File: src/rtl/ws2812_strip_driver.sv
// WS2812-family strip driver: streams NUM_PIXELS pixels MSB first, then holds the line low to latch.
// Optional build macro WS2812_UNDERRUN_PAD_EN pads a missing pixel with zeros instead of aborting the frame.
module ws2812_strip_driver #(
  parameter int INPUT_CLOCK    = 12_000_000,
  parameter int BITS_PER_PIXEL = 24,
  parameter int NUM_PIXELS     = 8
) (
  input  logic                      clk,
  input  logic                      rst,
  input  logic                      trigger,
  input  logic [BITS_PER_PIXEL-1:0] pixel_data,
  input  logic                      pixel_valid,
  output logic                      pixel_ready,
  output logic                      busy,
  output logic                      underrun,
  output logic                      out
);

  localparam longint FCLK   = longint'(INPUT_CLOCK);
  localparam int     T0H    = int'(FCLK * 350 / 1_000_000_000);
  localparam int     T0L    = int'(FCLK * 700 / 1_000_000_000);
  localparam int     T1H    = int'(FCLK * 800 / 1_000_000_000);
  localparam int     T1L    = int'(FCLK * 600 / 1_000_000_000);
  localparam int     TRESET = int'(FCLK * 60 / 1_000_000);

  function automatic int max2(input int a, input int b);
    return (a > b) ? a : b;
  endfunction

  localparam int TMAX = max2(max2(max2(T0H, T0L), max2(T1H, T1L)), TRESET);
  localparam int CW   = $clog2(TMAX + 1);
  localparam int BW   = (BITS_PER_PIXEL > 1) ? $clog2(BITS_PER_PIXEL) : 1;
  localparam int PW   = $clog2(NUM_PIXELS + 1);

  localparam logic [CW-1:0] T0H_M    = CW'(T0H - 1);
  localparam logic [CW-1:0] T0L_M    = CW'(T0L - 1);
  localparam logic [CW-1:0] T1H_M    = CW'(T1H - 1);
  localparam logic [CW-1:0] T1L_M    = CW'(T1L - 1);
  localparam logic [CW-1:0] TRESET_M = CW'(TRESET - 1);
  localparam logic [BW-1:0] LAST_BIT = BW'(BITS_PER_PIXEL - 1);
  localparam logic [PW-1:0] NPIX     = PW'(NUM_PIXELS);

  typedef enum logic [2:0] {IDLE, LOAD, HIGH, LOW, LATCH} state_t;

  state_t                    state;
  logic [CW-1:0]             cnt;
  logic [BW-1:0]             bit_idx;
  logic [BITS_PER_PIXEL-1:0] shifter;
  logic [BITS_PER_PIXEL-1:0] shift_nxt;
  logic [BITS_PER_PIXEL-1:0] hold;
  logic                      hold_full;
  logic [PW-1:0]             accepted;
  logic [PW-1:0]             sent;
  logic                      hs;

  function automatic logic [CW-1:0] high_len(input logic b);
    return b ? T1H_M : T0H_M;
  endfunction

  function automatic logic [CW-1:0] low_len(input logic b);
    return b ? T1L_M : T0L_M;
  endfunction

  assign shift_nxt   = shifter << 1;
  assign pixel_ready = busy && (state != LATCH) && !hold_full && (accepted < NPIX);
  assign hs          = pixel_valid && pixel_ready;

  always_ff @(posedge clk) begin
    if (rst) begin
      state     <= IDLE;
      cnt       <= '0;
      bit_idx   <= '0;
      shifter   <= '0;
      hold      <= '0;
      hold_full <= 1'b0;
      accepted  <= '0;
      sent      <= '0;
      busy      <= 1'b0;
      underrun  <= 1'b0;
      out       <= 1'b0;
    end else begin
      underrun <= 1'b0;
      // Any handshake while a pixel is on the wire goes to the holding register;
      // the final-bit LOW branch below overrides this when it uses the pixel directly.
      if (hs && (state == HIGH || state == LOW)) begin
        hold      <= pixel_data;
        hold_full <= 1'b1;
        accepted  <= accepted + 1'b1;
      end
      case (state)
        IDLE: begin
          if (trigger) begin
            state     <= LOAD;
            busy      <= 1'b1;
            accepted  <= '0;
            sent      <= '0;
            hold_full <= 1'b0;
          end
        end
        LOAD: begin
          if (hs) begin
            shifter  <= pixel_data;
            bit_idx  <= LAST_BIT;
            cnt      <= high_len(pixel_data[BITS_PER_PIXEL-1]);
            accepted <= accepted + 1'b1;
            sent     <= sent + 1'b1;
            out      <= 1'b1;
            state    <= HIGH;
          end
        end
        HIGH: begin
          if (cnt == '0) begin
            cnt   <= low_len(shifter[BITS_PER_PIXEL-1]);
            out   <= 1'b0;
            state <= LOW;
          end else begin
            cnt <= cnt - 1'b1;
          end
        end
        LOW: begin
          if (cnt != '0) begin
            cnt <= cnt - 1'b1;
          end else if (bit_idx != '0) begin
            shifter <= shift_nxt;
            bit_idx <= bit_idx - 1'b1;
            cnt     <= high_len(shift_nxt[BITS_PER_PIXEL-1]);
            out     <= 1'b1;
            state   <= HIGH;
          end else if (hold_full) begin
            shifter   <= hold;
            hold_full <= 1'b0;
            sent      <= sent + 1'b1;
            bit_idx   <= LAST_BIT;
            cnt       <= high_len(hold[BITS_PER_PIXEL-1]);
            out       <= 1'b1;
            state     <= HIGH;
          end else if (hs) begin
            shifter   <= pixel_data;
            hold_full <= 1'b0;
            sent      <= sent + 1'b1;
            bit_idx   <= LAST_BIT;
            cnt       <= high_len(pixel_data[BITS_PER_PIXEL-1]);
            out       <= 1'b1;
            state     <= HIGH;
          end else if (sent == NPIX) begin
            cnt   <= TRESET_M;
            state <= LATCH;
          end else begin
            underrun <= 1'b1;
`ifdef WS2812_UNDERRUN_PAD_EN
            shifter  <= '0;
            bit_idx  <= LAST_BIT;
            cnt      <= T0H_M;
            accepted <= accepted + 1'b1;
            sent     <= sent + 1'b1;
            out      <= 1'b1;
            state    <= HIGH;
`else
            cnt   <= TRESET_M;
            state <= LATCH;
`endif
          end
        end
        LATCH: begin
          if (cnt == '0) begin
            busy  <= 1'b0;
            state <= IDLE;
          end else begin
            cnt <= cnt - 1'b1;
          end
        end
        default: state <= IDLE;
      endcase
    end
  end

endmodule

File: config.mk
export PLATFORM = sky130hd
export DESIGN_NAME = ws2812_strip_driver
export DESIGN_NICKNAME = d
export VERILOG_FILES = /design/src/rtl/ws2812_strip_driver.sv
export SDC_FILE = /design/constraint.sdc
export NUM_CORES = 1
export LEC_CHECK = 0
export CORE_ASPECT_RATIO = 0.8
export CORE_MARGIN = 4
export CORE_UTILIZATION = 52
export CTS_BUF_LIST = sky130_fd_sc_hd__clkbuf_16
export DETAILED_ROUTE_END_ITERATION = 6
export PLACE_DENSITY_LB_ADDON = 0.25
export SLEW_MARGIN = 5
export SYNTH_ARGS = -nofsm -noshare
export SYNTH_HDL_FRONTEND = slang
export SYNTH_SLANG_ARGS = --single-unit
export TNS_END_PERCENT = 30
File: constraint.sdc
create_clock -name clk -period 2.1 [get_ports clk]
set_input_delay 0.63 -clock clk [delete_from_list [all_inputs] [get_ports clk]]
set_output_delay 0.63 -clock clk [all_outputs]
set_load 0.01 [all_outputs]
; ---- Word level (Yosys, flattened, before mapping)
; Index checks and enable logic that the tools add are counted.
[totals]
word_cells = 110
input_bits = 28
output_inout_bits = 4
ff_bits = 78
[classes]
n_mux = 57
magnitude_cmp = 1
bitwise_logic = 1
n_reduce_logical = 23
n_addsub = 4
eq_ne = 13
[op_table]
columns = cell, count
row1 = 24-bit 2-to-1 mux, 4
row2 = 10-bit 2-to-1 mux, 7
row3 = 24-bit one-hot mux with 2 select lines, 1
row4 = 4-bit 2-to-1 mux, 11
row5 = 10-bit one-hot mux with 4 select lines, 1
row6 = 3-bit 2-to-1 mux, 8
row7 = 5-bit 2-to-1 mux, 4
row8 = 3-bit one-hot mux with 5 select lines, 1
row9 = 1-bit 2-to-1 mux, 14
row10 = 2-bit != test (second input constant), 6
row11 = 4-bit one-hot mux with 3 select lines, 1
row12 = 10-bit logical NOT, 1
row13 = 5-bit one-hot mux with 2 select lines, 1
row14 = 10-bit nonzero test, 1
row15 = 10-bit by 1-bit subtractor with 10-bit output (second input constant), 1
row16 = 3-bit AND reduction, 3
row17 = 4-bit by 1-bit adder with 4-bit output (second input constant), 2
row18 = 4-bit one-hot mux with 2 select lines, 1
row19 = 3-bit by 2-bit == test with 1-bit output (second input constant), 2
row20 = 3-bit nonzero test, 2
row21 = 6-bit OR reduction, 1
row22 = 1-bit logical AND, 5
row23 = 5-bit AND reduction, 1
row24 = 5-bit nonzero test, 1
row25 = 17 further kinds, 19

; ---- Depth between registers and ports, before layout
; Gate-level depths: netlist (run 1).
[logic_depth]
ltp_word = 12
mapped_depth = 9
ltp_nobuf = 7

; ---- Worst setup path before layout (run 1)
; No wires, ideal clock.
[synth_timing]
path_type = register to register
start = register bit_idx[0]
end = register sent[0]
n_path_buf = 0
path_stages_with_launch = 7
slack_ps = 26
setup_time_ps = 122
arrival_time_ps = 1952
required_ps = 1978
synth_period_minus_slack_ps = 2074
cell_sequence = dfxtp_1 > inv_1 > ha_1 > or4b_1 > o41ai_4 > a21oi_1 > a311o_1
[synth_between]
elab_chain_len = 3
[synth_rtl]
columns = element, line
row1 = from (decl), 47  ; logic [BW-1:0] bit_idx;
row2 = from (signal assigned), 125  ; bit_idx <= bit_idx - 1'b1;
row3 = 5-bit nonzero test, 123  ; end else if (bit_idx != '0) begin
row4 = 2-bit != test (no line), n/a
row5 = 4-bit AND reduction (no line), n/a
row6 = to (signal assigned), 106  ; sent <= sent + 1'b1;
row7 = to (signal assigned), 132  ; sent <= sent + 1'b1;
row8 = to (signal assigned), 140  ; sent <= sent + 1'b1;
row9 = to (decl), 53  ; logic [PW-1:0] sent;
; No other way between the ends.
; A chain may end at the register's enable or synchronous reset.

; ---- Final worst setup path (run 1)
[layout_timing]
start = register cnt[0]
end = register cnt[0]
[layout_between]
elab_chain_len = 3
word_cells_on_any_way = 9
classes_between = add/sub: 1 / eq/ne: 1 / mux: 4 / reduce/logical: 3
[layout_rtl]
columns = element, line
row1 = from (decl), 46  ; logic [CW-1:0] cnt;
row2 = from (signal assigned), 104  ; cnt <= high_len(pixel_data[BITS_PER_PIXEL-1]);
row3 = from (signal assigned), 113  ; cnt <= low_len(shifter[BITS_PER_PIXEL-1]);
row4 = from (signal assigned), 117  ; cnt <= cnt - 1'b1;
row5 = "10-bit by 1-bit subtractor with 10-bit output, or another cell as far along", "117, 122, 169"
row6 = "10-bit 2-to-1 mux, or another cell as far along", 165  ; if (cnt == '0) begin
row7 = 10-bit one-hot mux with 4 select lines / 3-bit AND reduction (equally long branches), n/a
; Several ways; a longest one is shown, not always the timed one. The select of a mux whose other input is x is not followed.

==> reports/results.ini, run 1 <==
[logic_synthesis]
synthTopCellsByArea=dfxtp_1 (40%), a21oi_1 (6.1%), nand2_1 (6.0%), a222oi_1 (5.7%), o2bb2ai_1 (5.4%)
ys_ff_latch=78
syn_area_um2=3860
synth_top_area_share_pct=40.5
yosysWarnings=0
synth_fp_nets=476
yosys.area.top_type=dfxtp_1
ys.flop_type=dfxtp_1
synth_edf_count=0
ys_async_sr_fraction_pct=0
synth.distinct_cells=63
syn-instance-count=441
syn_avg_cell_area_um2=8.75
seq_area_frac_synth_pct=40.5

[clock_tree]
cts_hold_buffers=0
tritoncts=done
htree_num_levels=3
clk_latency_ns=0.34
cts_root_buf=clkbuf_16
cts_made_buffers=9
clk_pin_slew_ns=0.06
cts_sinks=78
clockBufferDepth=2

[outcome]
violations=negative setup slack
status=finished, violations left

[layout]
syn2layout_area_growth_pct=32.6
multi_input_area_um2=2220
stdcell_count=607
antennaDiodeCount=0
drive_above_1_share_pct=22.1
layout.nets=550
fillCellCount=509
regArea_um2=1560

[floorplan]
core_area_um2=7060
die_h_um=85.1
dieArea_um2=8870
die_w_um=104
pin_count=32
floorplan.initialDensity_pct=54.7
rows=27

[critical_path]
cp.arrival_ns=2.33
rrSetupSlack_ns=-0.02
crit_slowest_cell=or4b_4
startpoint_type=register
crit_required_ns=2.31
critical_path_class=register to register
critPathCaptureType=register
r2r_start=cnt[0]
cp_cell_sequence=inv_2, ha_4, or4b_4, nor3_2, o22ai_1, buf_4, mux2i_1, a311oi_1
critical-path-max-stage-delay_ns=0.51
path_max_fanout=3
ff2ff_path_depth=8
r2r-end=cnt[0]

[detailed_routing]
dr_wl_met2_mm=5.05
via_per_inst=6.53
wl_mm=11.2
via_count=3964
maxUsedRoutingLayer=met4
wl_per_cell_um=18.5
postRouteAntennaNets=0
detail_route.iter0.violations=572
first_pass_iters=6
met3_wirelength_mm=1.12
wl_met1_mm=4.75
drc=0

[sta]
finalClockSkew_ns=0.00685
rsz0062_at_grt=yes
fmax_mhz=472
fin_crit_sh_pct=101
finalSetupViolCount=1
fin_tns_setup_ns=-0.0202
hold_viol_final=0
maxSlewHeadroom_pct=64.0
fin_ws_ns=-0.0202
min_period_ns=2.12
slew_violations=0
worst_pin_slew_ns=0.540

[pwr]
clockPowerShare_pct=31.6
seq_power_share_pct=32.5
power.switching_mw=1.68
p_int_mw=3.29
power_mw=4.97
powerDensity_nw_per_um2=971
comb_power_share_pct=35.8
leakagePower_nw=1.82
p_sw_share_pct=33.8
vdd_drop_max_mv=0.618

[global_routing]
grt_pass1_vias=3730
overflow=0
gr-usage-all-layers_pct=24.8
grt_pass1_wl_mm=18.2
antenna_found_initial=0
grt_max_degree=26

[run]
cap_violations=0

[place]
dp_cells=584
place.gp.congestion=0.958
place_hpwl_mm=7.14
dp_slack_ns=-0.380
io_buffers=31

[hold_path]
hold_depth=2
hold_end=hold[21]
min-delay-start=hold[21]
hp-class=register to register

[critical path, delay by kind of cell, from the launching register on]
family                     cells  cell delay, ns
AOI/OAI and AO/OA              2            0.48
DFF                            1            0.33
and+or+nand+nor                2            0.67
adders and majority gates      1            0.15
muxes                          1            0.11
buffers and inverters          2            0.26
[timing repair]
item / 4_1_cts / 5_1_grt
resized for setup: 6 / 23
pin swaps: 3 / 10
hold endpoints to repair: 0 / 0
endpoints found under the setup margin: 34 / 48
gates cloned: 0 / 1
buffers inserted: 1 / 5
[power groups by stage]
stage | Sequential [mW] | Clock, mW | Combinational, mW
3_5_place_dp | 1.64 | 0 | 1.52
5_1_grt | 1.62 | 1.65 | 1.91
2_1_floorplan | 1.65 | 0 | 0.870
6_report | 1.62 | 1.57 | 1.78
4_1_cts | 1.61 | 1.59 | 1.57
3_3_place_gp | 1.64 | 0 | 1.49
[kinds of logic (layout without fill, tap and decap cells)]
logic type | Yosys count | after routing | share of synthesized area (%)
xor+xnor | 2 | 2 | 0.454
flops | 78 | 78 | 40.5
fa+ha+maj | 7 | 7 | 2.27
mux | 7 | 7 | 1.82
buf+inv | 46 | 125 | 4.93
simple gates | 140 | 140 | 19.4
compound gates | 161 | 161 | 30.7
[through the flow]
step / utilization, % / instance area (um2) / hold WS [ns]
finish: 72.5 / 5120 / 0.457
global route: 72.5 / 5120 / 0.469
CTS: 70.3 / 4960 / 0.457
detailed placement: 65.7 / 4640 / 0.447
global placement: 65.7 / 4640 / 0.441
floorplan: - / 3860 / 0.431
[worst max-delay path by stage]
stage | start | end | slack, ns
2_1_floorplan | bit_idx[0] | sent[0] | 0.03
5_1_grt | cnt[0] | cnt[0] | -0.12
6_report | cnt[0] | cnt[0] | -0.02
3_3_place_gp | pixel_valid | cnt[5] | -0.34
4_1_cts | pixel_valid | cnt[5] | -0.02
3_5_place_dp | pixel_valid | cnt[5] | -0.38
[cell usage in the layout (no fill, tap or decap), types with 5 or more instances in the layout]
master	synthesis	layout
dfxtp_1	78	77
a22oi_1	6	6
nor4_1	6	6
o21ai_0	18	18
mux2i_1	7	7
a21oi_1	47	44
buf_12	0	6
clkdlybuf4s50_1	0	28
o2bb2ai_1	24	24
nor3_1	9	8
nor2_1	23	21
a211oi_1	5	5
inv_1	15	13
buf_4	1	55
a311oi_1	6	6
a222oi_1	22	22
nand2_1	62	62
clkbuf_16	0	10
[layout make-up]
type                       count  share of cell area [%]
clock buffer                   9                    4.40
multi-input combinational    317                    43.3
clock inverter                 7                    1.42
timing repair buffer          94                    17.1
sequential                    78                    30.5
tap                           87                    2.13
inverter                      15                    1.10
[synth_stat cells, types with 4 or more instances]
library cell	n
dfxtp_1	78
nand2_1	62
a21oi_1	47
o2bb2ai_1	24
nor2_1	23
a222oi_1	22
clkbuf_1	19
o21ai_0	18
inv_1	15
buf_2	11
nor3_1	9
ha_1	7
mux2i_1	7
a22oi_1	6
a311oi_1	6
nor4_1	6
a211oi_1	5
a31oi_1	4
o22ai_1	4
or4_1	4
[flip-flops by register name, indices dropped and copies added, names as in the netlist]
name       cells
out            1
state          3
underrun       1
accepted       4
bit_idx        5
sent           4
hold          24
shifter       24
busy           1
hold_full      1
cnt           10
[metal layers]
metal / global-route usage, % / up-vias
met4: 9.54 / 0
met1: 33.9 / 1841
met3: 5.70 / 40
met2: 38.1 / 238
met5: 0 / -
li1: - / 1845
Note: power is estimated with default switching activity, not from simulation.
==> run 2: changes to the inputs <==
- ABC_AREA: default -> 1
- CORE_UTILIZATION: 52 -> 53
==> reports/results.ini, run 2 <==
[clock_tree]
cts_made_buffers=9  ; unchanged
htree_num_levels=3  ; unchanged
clk_latency_ns=0.33  ; about the same
cts_hold_buffers=0  ; unchanged
postCtsSetupRepairBufs=0  ; -1
tritoncts=done
cts_sinks=78  ; unchanged
clk_pin_slew_ns=0.06  ; about the same
clockBufferDepth=2  ; unchanged
cts_root_buf=clkbuf_16

[sta]
finalClockSkew_ns=0.00477  ; -0.00209 ns
slew_violations=0  ; unchanged
finalSetupViolCount=0  ; -1
hold_viol_final=0  ; unchanged
fin_tns_setup_ns=0  ; +0.0202 ns
fmax_mhz=498  ; +5.5%
holdWs_ns=0.458  ; +0.000834 ns
worst_pin_slew_ns=0.341  ; -0.199 ns
min_period_ns=2.01  ; -0.111 ns
maxSlewHeadroom_pct=77.3  ; +13 points
fin_ws_ns=0.0911  ; +0.111 ns
fin_crit_sh_pct=95.7  ; -5.3 points

[pwr]
p_sw_share_pct=38.5  ; +4.7 points
clockPowerShare_pct=30.5  ; -1.1 points
leakagePower_nw=2.41  ; +33%
seq_power_share_pct=28.0  ; -4.5 points
p_int_mw=3.83  ; +16%
power_mw=6.22  ; +25%
vdd_drop_max_mv=0.672  ; +8.8%
power.switching_mw=2.39  ; +43%
powerDensity_nw_per_um2=1180  ; +21%
comb_power_share_pct=41.5  ; +5.7 points

[logic_synthesis]
synth_edf_count=0  ; unchanged
yosys.area.top_type=dfxtp_1
ys.flop_type=dfxtp_1
synth.distinct_cells=36  ; -43%
ys_async_sr_fraction_pct=0  ; unchanged
yosysMostFrequentCell=nand2_1
ys_ff_latch=78  ; unchanged
yosysWarnings=0  ; unchanged
synth_common_cells=nand2_1 (226), nor2_1 (87), dfxtp_1 (78)
synth_fp_nets=711  ; +49%
synth_top_area_share_pct=36.5  ; -4.0 points
synthTopCellsByArea=dfxtp_1 (36%), nand2_1 (20%), nor2_1 (7.6%), a21oi_1 (7.1%), inv_1 (5.9%)
syn_avg_cell_area_um2=6.34  ; -28%
syn-instance-count=676  ; +53%
syn_area_um2=4280  ; +11%
seq_area_frac_synth_pct=36.5  ; -4.0 points

[place]
place.gp.congestion=0.948  ; -1.0%
dp_slack_ns=-0.104  ; +0.276 ns
dp_cells=817  ; +40%
io_buffers=31  ; unchanged
place_area_um2=4880  ; +5.1%
place_hpwl_mm=7.54  ; +5.6%

[layout]
layout.nets=756  ; +37%
fin_area_um2=5290  ; +3.3%
syn2layout_area_growth_pct=23.5
drive_above_1_share_pct=8.68  ; -13 points
fin_util_pct=66.9  ; -5.6 points
fillCellCount=690  ; +36%
final_common_cell=nand2_1
stdcell_count=834  ; +37%
reg_top3=hold x24, shifter x24, cnt x10
layout_common_cells=nand2_1 (225), nor2_1 (84), dfxtp_1 (78)
antennaDiodeCount=0  ; unchanged

[global_routing]
grt_max_degree=42  ; +62%
grt_pass1_wl_mm=18.7  ; +2.5%
gr-usage-all-layers_pct=24.1  ; -0.68 points
antenna_found_initial=0  ; unchanged
overflow=0  ; unchanged
grt_pass1_vias=4085  ; +9.5%

[hold_path]
hold_depth=2  ; unchanged
hp-class=register to register

[detailed_routing]
wl_mm=11.6  ; +2.9%
wl_per_cell_um=13.9  ; -25%
drc=0  ; unchanged
via_count=4450  ; +12%
via_per_inst=5.34  ; -18%
first_pass_iters=5  ; -1
detail_route.iter0.violations=328  ; -43%
postRouteAntennaNets=0  ; unchanged

[critical_path]
crit_slowest_cell=dfxtp_1
critPathCaptureType=primary output
path_max_fanout=8  ; +5
cp_cell_sequence=inv_1, nand3_4, nand2_1, inv_1, dlygate4sd2_1
crit_required_ns=1.47  ; -0.84 ns
startpoint_type=register
crit_top_cell=inv_1
critical-path-max-stage-delay_ns=0.38  ; -0.13 ns
critical_path_class=register to primary output
ff2ff_path_depth=13  ; +5
cp.arrival_ns=1.38  ; -0.95 ns

[floorplan]
die_w_um=109  ; +4.0%
rows=29  ; +7.4%
core_area_um2=7910  ; +12%
pin_count=32  ; unchanged
die_h_um=88.4  ; +3.9%
floorplan.initialDensity_pct=54.1  ; -0.53 points
dieArea_um2=9590  ; +8.1%

[run]
cap_violations=0  ; unchanged

[outcome]
status=completed

-- run 2: worst max-delay path: cells and delay by family (launching register included) --
family	cells	cell delay [ns]
buf+inv	3	0.47
flops	1	0.38
simple gates	2	0.19
-- run 2: kinds of logic after synthesis --
family	Yosys count	synth area share, %
AOI/OAI and AO/OA	112	14.0
adders and majority gates	7	2.04
DFF	78	36.5
xor gates and xnor gates	8	1.64
buffers and inverters	97	9.52
and+or+nand+nor	374	36.3
-- run 2: per-layer routing --
metal	global-route usage, %	part of all wire, %
met1	31.9	45
met2	41.2	47
met3	4.23	7.0
met4	5.96	1.2
met5	0	0
-- run 2: path summary, 6_finish.rpt --
check                     end       start  slack [ns]
hold / removal       hold[17]    hold[17]        0.46
hold reg to reg      hold[17]    hold[17]        0.46
setup / recovery  pixel_ready    state[0]        0.09
setup reg to reg   shifter[6]  bit_idx[0]        0.18
-- run 2: final cells by class --
class / instances / area [um2] / share of cell area, %
multi-input combinational: 501 / 2340 / 44.2
sequential: 78 / 1560 / 29.5
timing repair buffer: 61 / 627 / 11.9
inverter: 70 / 265 / 5.02
clock buffer: 9 / 225 / 4.26
clock inverter: 7 / 136 / 2.58
tap: 108 / 135 / 2.56
-- run 2: what timing repair did --
item,4_1_cts,5_1_grt
resized for setup,1,8
setup endpoints to repair,1,41
cloned,0,1
pin swaps,0,2
-- run 2: power by group through the flow --
stage          clock network, mW  registers (mW)  logic, mW
4_1_cts                     1.93            1.74       2.47
2_1_floorplan                  0            1.77       1.67
3_3_place_gp                   0            1.77       2.40
5_1_grt                     1.97            1.76       2.87
3_5_place_dp                   0            1.77       2.45
6_report                    1.90            1.74       2.58
